File: config.mk
export PLATFORM = sky130hd
export DESIGN_NAME = decimator_accum
export DESIGN_NICKNAME = d
export VERILOG_FILES = /design/src/rtl/decimator_accum.sv
export SDC_FILE = /design/constraint.sdc
export NUM_CORES = 1
export LEC_CHECK = 0
export BUFFER_PORTS_ARGS = -buffer_cell sky130_fd_sc_hd__buf_2
export CAP_MARGIN = 20
export CORE_ASPECT_RATIO = 1.5
export CORE_UTILIZATION = 37
export DETAILED_ROUTE_END_ITERATION = 10
export SYNTH_ARGS = -nofsm -noshare
export SYNTH_HDL_FRONTEND = slang
export SYNTH_SLANG_ARGS = --single-unit
File: constraint.sdc
create_clock -name i_clock -period 3.6 [get_ports i_clock]
set_input_delay 0.72 -clock i_clock [delete_from_list [all_inputs] [get_ports i_clock]]
set_output_delay 0.72 -clock i_clock [all_outputs]
set_load 0.02 [all_outputs]
File: src/rtl/decimator_accum.sv
// Multi-channel sample decimator for the IAGC datapath.
// Counts qualified samples on one shared phase counter and emits one result per
// D accepted samples: either the D-th sample (PICK) or the full-precision sum of
// all D samples (ACCUM). The D-th result bypasses the accumulator register so
// the strobe lands on the same edge that accepts the last sample of the frame.
module decimator_accum #(
   parameter int IAGC_STATUS_SIZE = 4,
   parameter int DECIMATOR_SIZE   = 4,
   parameter int DATA_WIDTH       = 14,
   parameter int N_CHANNELS       = 2
) (
   input  logic                                                  i_clock,
   input  logic                                                  i_reset_n,
   input  logic [IAGC_STATUS_SIZE-1:0]                           i_iagc_status,
   input  logic                                                  i_gate,
   input  logic [DECIMATOR_SIZE-1:0]                             i_decimator,
   input  logic                                                  i_mode,
   input  logic                                                  i_valid,
   input  logic [N_CHANNELS*DATA_WIDTH-1:0]                      i_data,
   output logic                                                  o_valid,
   output logic [N_CHANNELS*(DATA_WIDTH+DECIMATOR_SIZE)-1:0]     o_data,
   output logic [DECIMATOR_SIZE-1:0]                             o_phase
);

   // Sum of up to 2**DECIMATOR_SIZE-1 samples cannot overflow this width.
   localparam int ACC_WIDTH = DATA_WIDTH + DECIMATOR_SIZE;

   localparam logic [IAGC_STATUS_SIZE-1:0] ST_RESET = IAGC_STATUS_SIZE'(0);
   localparam logic [IAGC_STATUS_SIZE-1:0] ST_INIT  = IAGC_STATUS_SIZE'(1);
   localparam logic [DECIMATOR_SIZE-1:0]   ONE      = DECIMATOR_SIZE'(1);

   localparam bit MODE_PICK = 1'b0;

   // state
   logic [DECIMATOR_SIZE-1:0]                 phase_q, phase_d;
   logic [DECIMATOR_SIZE-1:0]                 ratio_q, ratio_d;
   logic                                      mode_q,  mode_d;
   logic                                      valid_q, valid_d;
   logic [N_CHANNELS-1:0][ACC_WIDTH-1:0]      acc_q,   acc_d;
   logic [N_CHANNELS-1:0][ACC_WIDTH-1:0]      odata_q, odata_d;

   // frame-level decode
   logic                                      clear_w;
   logic                                      start_w;
   logic [DECIMATOR_SIZE-1:0]                 ratio_w;
   logic                                      mode_w;
   logic                                      last_w;
   logic [N_CHANNELS-1:0][ACC_WIDTH-1:0]      samp_w;
   logic [N_CHANNELS-1:0][ACC_WIDTH-1:0]      sum_w;
   logic [N_CHANNELS-1:0][ACC_WIDTH-1:0]      res_w;

   // IAGC in RESET/INIT or gate low holds the decimator idle.
   assign clear_w = (i_iagc_status == ST_RESET) || (i_iagc_status == ST_INIT) || !i_gate;

   // Ratio and mode are sampled only by the first sample of a frame; later
   // samples of the frame use the latched copies.
   assign start_w = (phase_q == '0);
   assign ratio_w = start_w ? ((i_decimator == '0) ? ONE : i_decimator) : ratio_q;
   assign mode_w  = start_w ? i_mode : mode_q;
   assign last_w  = (phase_q == (ratio_w - ONE));

   // Per-channel sign extension, running sum and selected result.
   always_comb begin
      for (int c = 0; c < N_CHANNELS; c++) begin
         samp_w[c] = ACC_WIDTH'($signed(i_data[c*DATA_WIDTH +: DATA_WIDTH]));
         sum_w[c]  = start_w ? samp_w[c] : (acc_q[c] + samp_w[c]);
         res_w[c]  = (mode_w == MODE_PICK) ? samp_w[c] : sum_w[c];
      end
   end

   // Next-state: clear dominates, otherwise advance on each valid sample.
   always_comb begin
      phase_d = phase_q;
      ratio_d = ratio_q;
      mode_d  = mode_q;
      acc_d   = acc_q;
      odata_d = odata_q;
      valid_d = 1'b0;
      if (clear_w) begin
         phase_d = '0;
         acc_d   = '0;
      end else if (i_valid) begin
         ratio_d = ratio_w;
         mode_d  = mode_w;
         acc_d   = sum_w;
         if (last_w) begin
            phase_d = '0;
            valid_d = 1'b1;
            odata_d = res_w;
         end else begin
            phase_d = phase_q + ONE;
         end
      end
   end

   // State registers with async active-low reset.
   always_ff @(posedge i_clock or negedge i_reset_n) begin
      if (!i_reset_n) begin
         phase_q <= '0;
         ratio_q <= ONE;
         mode_q  <= MODE_PICK;
         valid_q <= 1'b0;
         acc_q   <= '0;
         odata_q <= '0;
      end else begin
         phase_q <= phase_d;
         ratio_q <= ratio_d;
         mode_q  <= mode_d;
         valid_q <= valid_d;
         acc_q   <= acc_d;
         odata_q <= odata_d;
      end
   end

   assign o_valid = valid_q;
   assign o_data  = odata_q;
   assign o_phase = phase_q;

endmodule

Word level (Yosys, flattened, before mapping)
Cells that the tools add are included.
{"block": "word_totals", "wordCells": 39, "regBits": 82}
{"block": "op_classes", "bitwise": 1, "n_eq_ne": 2, "n_mux": 15, "n_reduce_logical": 9, "n_addsub": 4}
{"op": "$mux 18", "n": 4}
{"op": "$mux 36", "n": 2}
{"op": "$add 18x18->18", "n": 2}
{"op": "$mux 4", "n": 5}
{"op": "$logic_not 4->1", "n": 3}
{"op": "$add 4x1->4 const B", "n": 1}
{"op": "$eq 4x1->1 const B", "n": 1}
{"op": "$eq 4x4->1", "n": 1}
{"op": "$mux 1", "n": 4}
{"op": "$sub 4x1->4 const B", "n": 1}
{"op": "$reduce_and 3->1", "n": 1}
{"op": "$logic_or 1x1->1", "n": 2}
{"op": "$reduce_and 2->1", "n": 1}
{"op": "$reduce_bool 2->1", "n": 1}
{"op": "$logic_not 1->1", "n": 1}
{"op": "$not 1->1", "n": 1}

Logic depth before layout (Yosys ltp)
{"block": "depth", "depth_word": 8, "depth_mapped": 13, "mapped_depth_nobuf": 11}

Worst setup path after synthesis
Ideal clock, no wire load.
{"block": "synth_timing", "path_type": "in2reg", "start": "in i_data[20]", "end": "reg acc_q[35] in the netlist's numbering", "arrival_time_ns": 3.069, "t_required_ns": 3.463, "slack_ns": 0.394, "n_path_buf": 0, "cell_stages": 9, "cell_sequence": "ha_1 > or3_1 > o221a_1 > a2111o_1 > and4_1 > or3_1 > and3_1 > o31ai_1 > a31oi_1"}
{"block": "synth_via", "elab_chain_cells": 4}
{"element": "start, declared", "line": "19", "text": "input logic [N_CHANNELS*DATA_WIDTH-1:0] i_data,"}
{"element": "$add 18x18->18", "line": "66", "text": "sum_w[c] = start_w ? samp_w[c] : (acc_q[c] + samp_w[c]);"}
{"element": "$mux 18", "line": "66"}
{"element": "$mux 36", "line": "82", "text": "end else if (i_valid) begin"}
{"element": "$mux 36", "line": "79", "text": "if (clear_w) begin"}
{"element": "end signal, assigned", "line": "103", "text": "acc_q <= '0;"}
{"element": "end signal, assigned", "line": "110", "text": "acc_q <= acc_d;"}
{"element": "end, declared", "line": "39", "text": "logic [N_CHANNELS-1:0][ACC_WIDTH-1:0] acc_q, acc_d;"}
Every way passes these cells. The select of a mux whose other input is x is not followed.
A chain may end at the register's enable or synchronous reset.

Worst setup path after layout
{"block": "layout_timing", "start": "reg phase_q[0], in the netlist o_phase[0]", "end": "reg odata_q (netlist bit o_data[35])"}
{"block": "layout_via", "elab_chain_cells": 5, "word_cells_on_any_way": 8, "classes_between": "add/sub (1); eq/ne (1); mux (4); reduce/logical (2)"}
{"element": "start, declared", "line": "35", "text": "logic [DECIMATOR_SIZE-1:0] phase_q, phase_d;"}
{"element": "start signal, assigned", "line": "106", "text": "phase_q <= phase_d;"}
{"element": "$logic_not 4->1", "line": "57", "text": "assign start_w = (phase_q == '0);"}
{"element": "$mux 4", "line": "58", "text": "assign ratio_w = start_w ? ((i_decimator == '0) ? ONE : i_decimator) : ratio_q;"}
{"element": "$sub 4x1->4", "line": "60", "text": "assign last_w = (phase_q == (ratio_w - ONE));"}
{"element": "$eq 4x4->1", "line": "60"}
{"element": "$reduce_and 3->1 (no line)"}
{"element": "end signal, assigned", "line": "111", "text": "odata_q <= odata_d;"}
{"element": "end, declared", "line": "40", "text": "logic [N_CHANNELS-1:0][ACC_WIDTH-1:0] odata_q, odata_d;"}
Several ways; a longest one is shown, not always the timed one.

==> results.json <==
{
  "cts_tree": "built",
  "r2r_slack_ns": 0.30,
  "hpwl_mm": 10.97,
  "hold_violations": 0,
  "syn2layout_area_growth_pct": 16.76,
  "vias": 5285,
  "grt.overflow.total": 0,
  "syn-num-nets": 745,
  "finish.utilization_pct": 44.05,
  "crit_family": "simple AND/OR/NAND/NOR gates",
  "ctsLongestPathBuffers": 2,
  "ys_seq_elements": 82,
  "start_util_pct": 37.73,
  "timing.hold.ws_ns": 0.3810,
  "yosys_warnings": 0,
  "drt-pass1-iter-count": 5,
  "antenna_found_initial": 0,
  "synth_flop_cell": "dfrtp_1",
  "leakagePower_uw": 0.003114,
  "dpl_worst_slack_ns": 0.04959,
  "grt_max_degree": 57,
  "layout.nets": 815,
  "finalPower_uw": 3598,
  "synthesis.area_um2": 5660,
  "grt_pass1_vias": 5332,
  "fin_crit_ns": 3.298,
  "grt_pass1_wl_mm": 25.30,
  "status": "completed",
  "hold_class": "in2async",
  "synth_edf_count": 0,
  "cts_sinks": 82,
  "seq_area_frac_synth_pct": 36.27,
  "avgViaCountPerCell": 5.622,
  "numPortBuffers": 80,
  "clock_latency_ns": 0.34,
  "die_y_um": 153.5,
  "reg2regPathDepth": 11,
  "r2r_start": "o_phase[0]$_DFFE_PN0P_",
  "regArea_um2": 2053,
  "rsz0062_at_grt": "no",
  "p_clk_share_pct": 26.8,
  "p_seq_share_pct": 35.4,
  "p_comb_share_pct": 37.8,
  "cts_resized": 0,
  "crit_chain": "inv_1 > ha_1 > or3b_1 > mux2_4 > or3_1 > a211oi_2 > o211ai_1 > buf_12 > a2111oi_0 > nor4_1 > nand2_1",
  "cap_viol_max_count": 0,
  "coreArea_um2": 15000,
  "intPower_uw": 2225,
  "crit_start": "o_phase[0]$_DFFE_PN0P_",
  "path_class": "reg2reg",
  "crit-reg2reg-capture": "o_data[35]$_DFFE_PN0P_",
  "clk_pin_slew_ns": 0.07,
  "drtAntennaViolNets": 0,
  "routed_wl_mm": 15.25,
  "fp.dieW_um": 103.0,
  "required_ns": 3.88,
  "cp_max_fo": 45,
  "cts_root_buf": "clkbuf_16",
  "worst-path-buf-inv": 2,
  "p_sw_share_pct": 38.15,
  "htreeDepth": 3,
  "multiInputGateArea_um2": 3450,
  "timing.final.crit_share_pct": 91.62,
  "setup_ws_ns": 0.3016,
  "dieArea_um2": 15810,
  "finalClockSkew_ns": 0.008671,
  "rows": 55,
  "drc": 0,
  "fin_setup_tns_ns": 0,
  "cts_setup_buffers": 0,
  "post_route_cells_drive_above_1_share_pct": 16.73,
  "drt-wirelength-per-cell_um": 16.22,
  "start_kind": "flop",
  "nFillCells": 1545,
  "cp.arrival_ns": 3.58,
  "n_antenna_cell": 0,
  "power_density_nw_per_um2": 544.4,
  "ir_drop_v": 0.0002348,
  "drt_iter0_drc": 202,
  "setup_viol": 0,
  "ctsHoldBuffers": 0,
  "grt_usage_pct": 20.06,
  "slew_violations": 0,
  "netlist_instances": 666,
  "slew_headroom_pct": 50.90,
  "cp_slowest_stage_delay_ns": 0.49,
  "gp_congestion": 0.8883,
  "endpoint_kind": "flop",
  "yosysUniqueCellTypes": 59,
  "worst_slew_pin_slew_ns": 0.7348,
  "ios": 82,
  "async_reset_ff_share_pct": 100.0,
  "synth.avg_cell_area_um2": 8.499,
  "power_switching_uw": 1373,
  "cpMaxStageDelayCell": "dfrtp_1",
  "fmax_mhz": 303.2,
  "cts_made_buffers": 9
}
-- state kept, by name, summed over array words and instances, names as in the netlist --
register / cells
acc_q: 36
mode_q: 1
o_data: 36
o_phase: 4
o_valid: 1
ratio_q: 4
-- layout make-up --
cell class / count / share of cell area (%)
clock inverters: 4 / 0.7573
flip-flops and latches: 82 / 31.07
inverters: 10 / 0.5680
well taps: 199 / 3.768
repair buffers: 93 / 7.762
multi-input cells: 540 / 52.20
clock buffers: 12 / 3.881
-- power by group through the flow --
stage	registers [uW]	clock network (uW)	logic [uW]
after floorplan	1480	0	722
after global placement	1280	0	1330
after detailed placement	1290	0	1360
after CTS	1280	975	1370
after global routing	1300	1010	1510
final	1280	963	1360
-- cells in the mapped netlist, types with 8 or more instances --
cell / number / area (um2)
nor2_1: 65 / 244.0
xnor2_1: 15 / 131.4
xor2_1: 8 / 70.07
inv_1: 9 / 33.78
or3_1: 9 / 56.30
nor3_1: 19 / 95.09
dfrtp_1: 81 / 2027
mux2i_1: 26 / 260.3
a21oi_1: 54 / 270.3
nand3_1: 8 / 40.04
o21ai_0: 64 / 320.3
clkbuf_1: 26 / 97.59
a21o_1: 13 / 97.59
ha_1: 36 / 450.4
a211oi_1: 24 / 180.2
nand2_1: 86 / 322.8
-- layer usage --
metal	track usage (%)	share of wire [%]	up-vias
met5	0	0	-
met2	35.65	51	113
met1	24.51	43	2554
met4	6.640	2.4	0
met3	2.469	3.4	28
li1	-	-	2590
-- cell usage in the layout (no fill, tap or decap), types with 15 or more instances in the layout --
cell type,count
a211oi_1,24
nor2_1,65
a21oi_1,54
xnor2_1,15
o21ai_0,64
dfrtp_1,81
nor3_1,19
mux2i_1,26
ha_1,36
nand2_1,86
buf_2,79
-- kinds of logic after synthesis --
kind of cell	count (synthesis)	synth area share, %
mux	31	5.659
fa+ha+maj	38	8.665
compound gates	223	24.65
simple gates	225	18.08
buf+inv	44	3.116
xor+xnor	23	3.559
flops	82	36.27
-- worst max path at each step --
stage	endpoint	slack [ns]	cells past startpoint
after global placement	acc_q[35]$_DFFE_PN0P_	0.15	10
after detailed placement	acc_q[35]$_DFFE_PN0P_	0.05	10
after CTS	o_data[35]$_DFFE_PN0P_	0.33	11
final	o_data[35]$_DFFE_PN0P_	0.30	11
after floorplan	acc_q[35]$_DFFE_PN0P_	0.39	9
after global routing	o_data[35]$_DFFE_PN0P_	0.09	11
-- worst reg2reg max path, stage by stage (launching register included) --
cell and delay, ns:
dfrtp_1 0.49, inv_1 0.10, ha_1 0.20, or3b_1 0.45
mux2_4 0.33, or3_1 0.32, a211oi_2 0.25, o211ai_1 0.29
buf_12 0.30, a2111oi_0 0.34, nor4_1 0.10, nand2_1 0.07
-- metrics by stage --
stage	std cells	instance area, um2
6_report	940	6609
5_1_grt	940	6609
4_1_cts	940	6609
3_5_place_dp	924	6302
3_3_place_gp	924	6302
2_1_floorplan	666	5660
No activity file was read; power rests on OpenSTA's default activity.
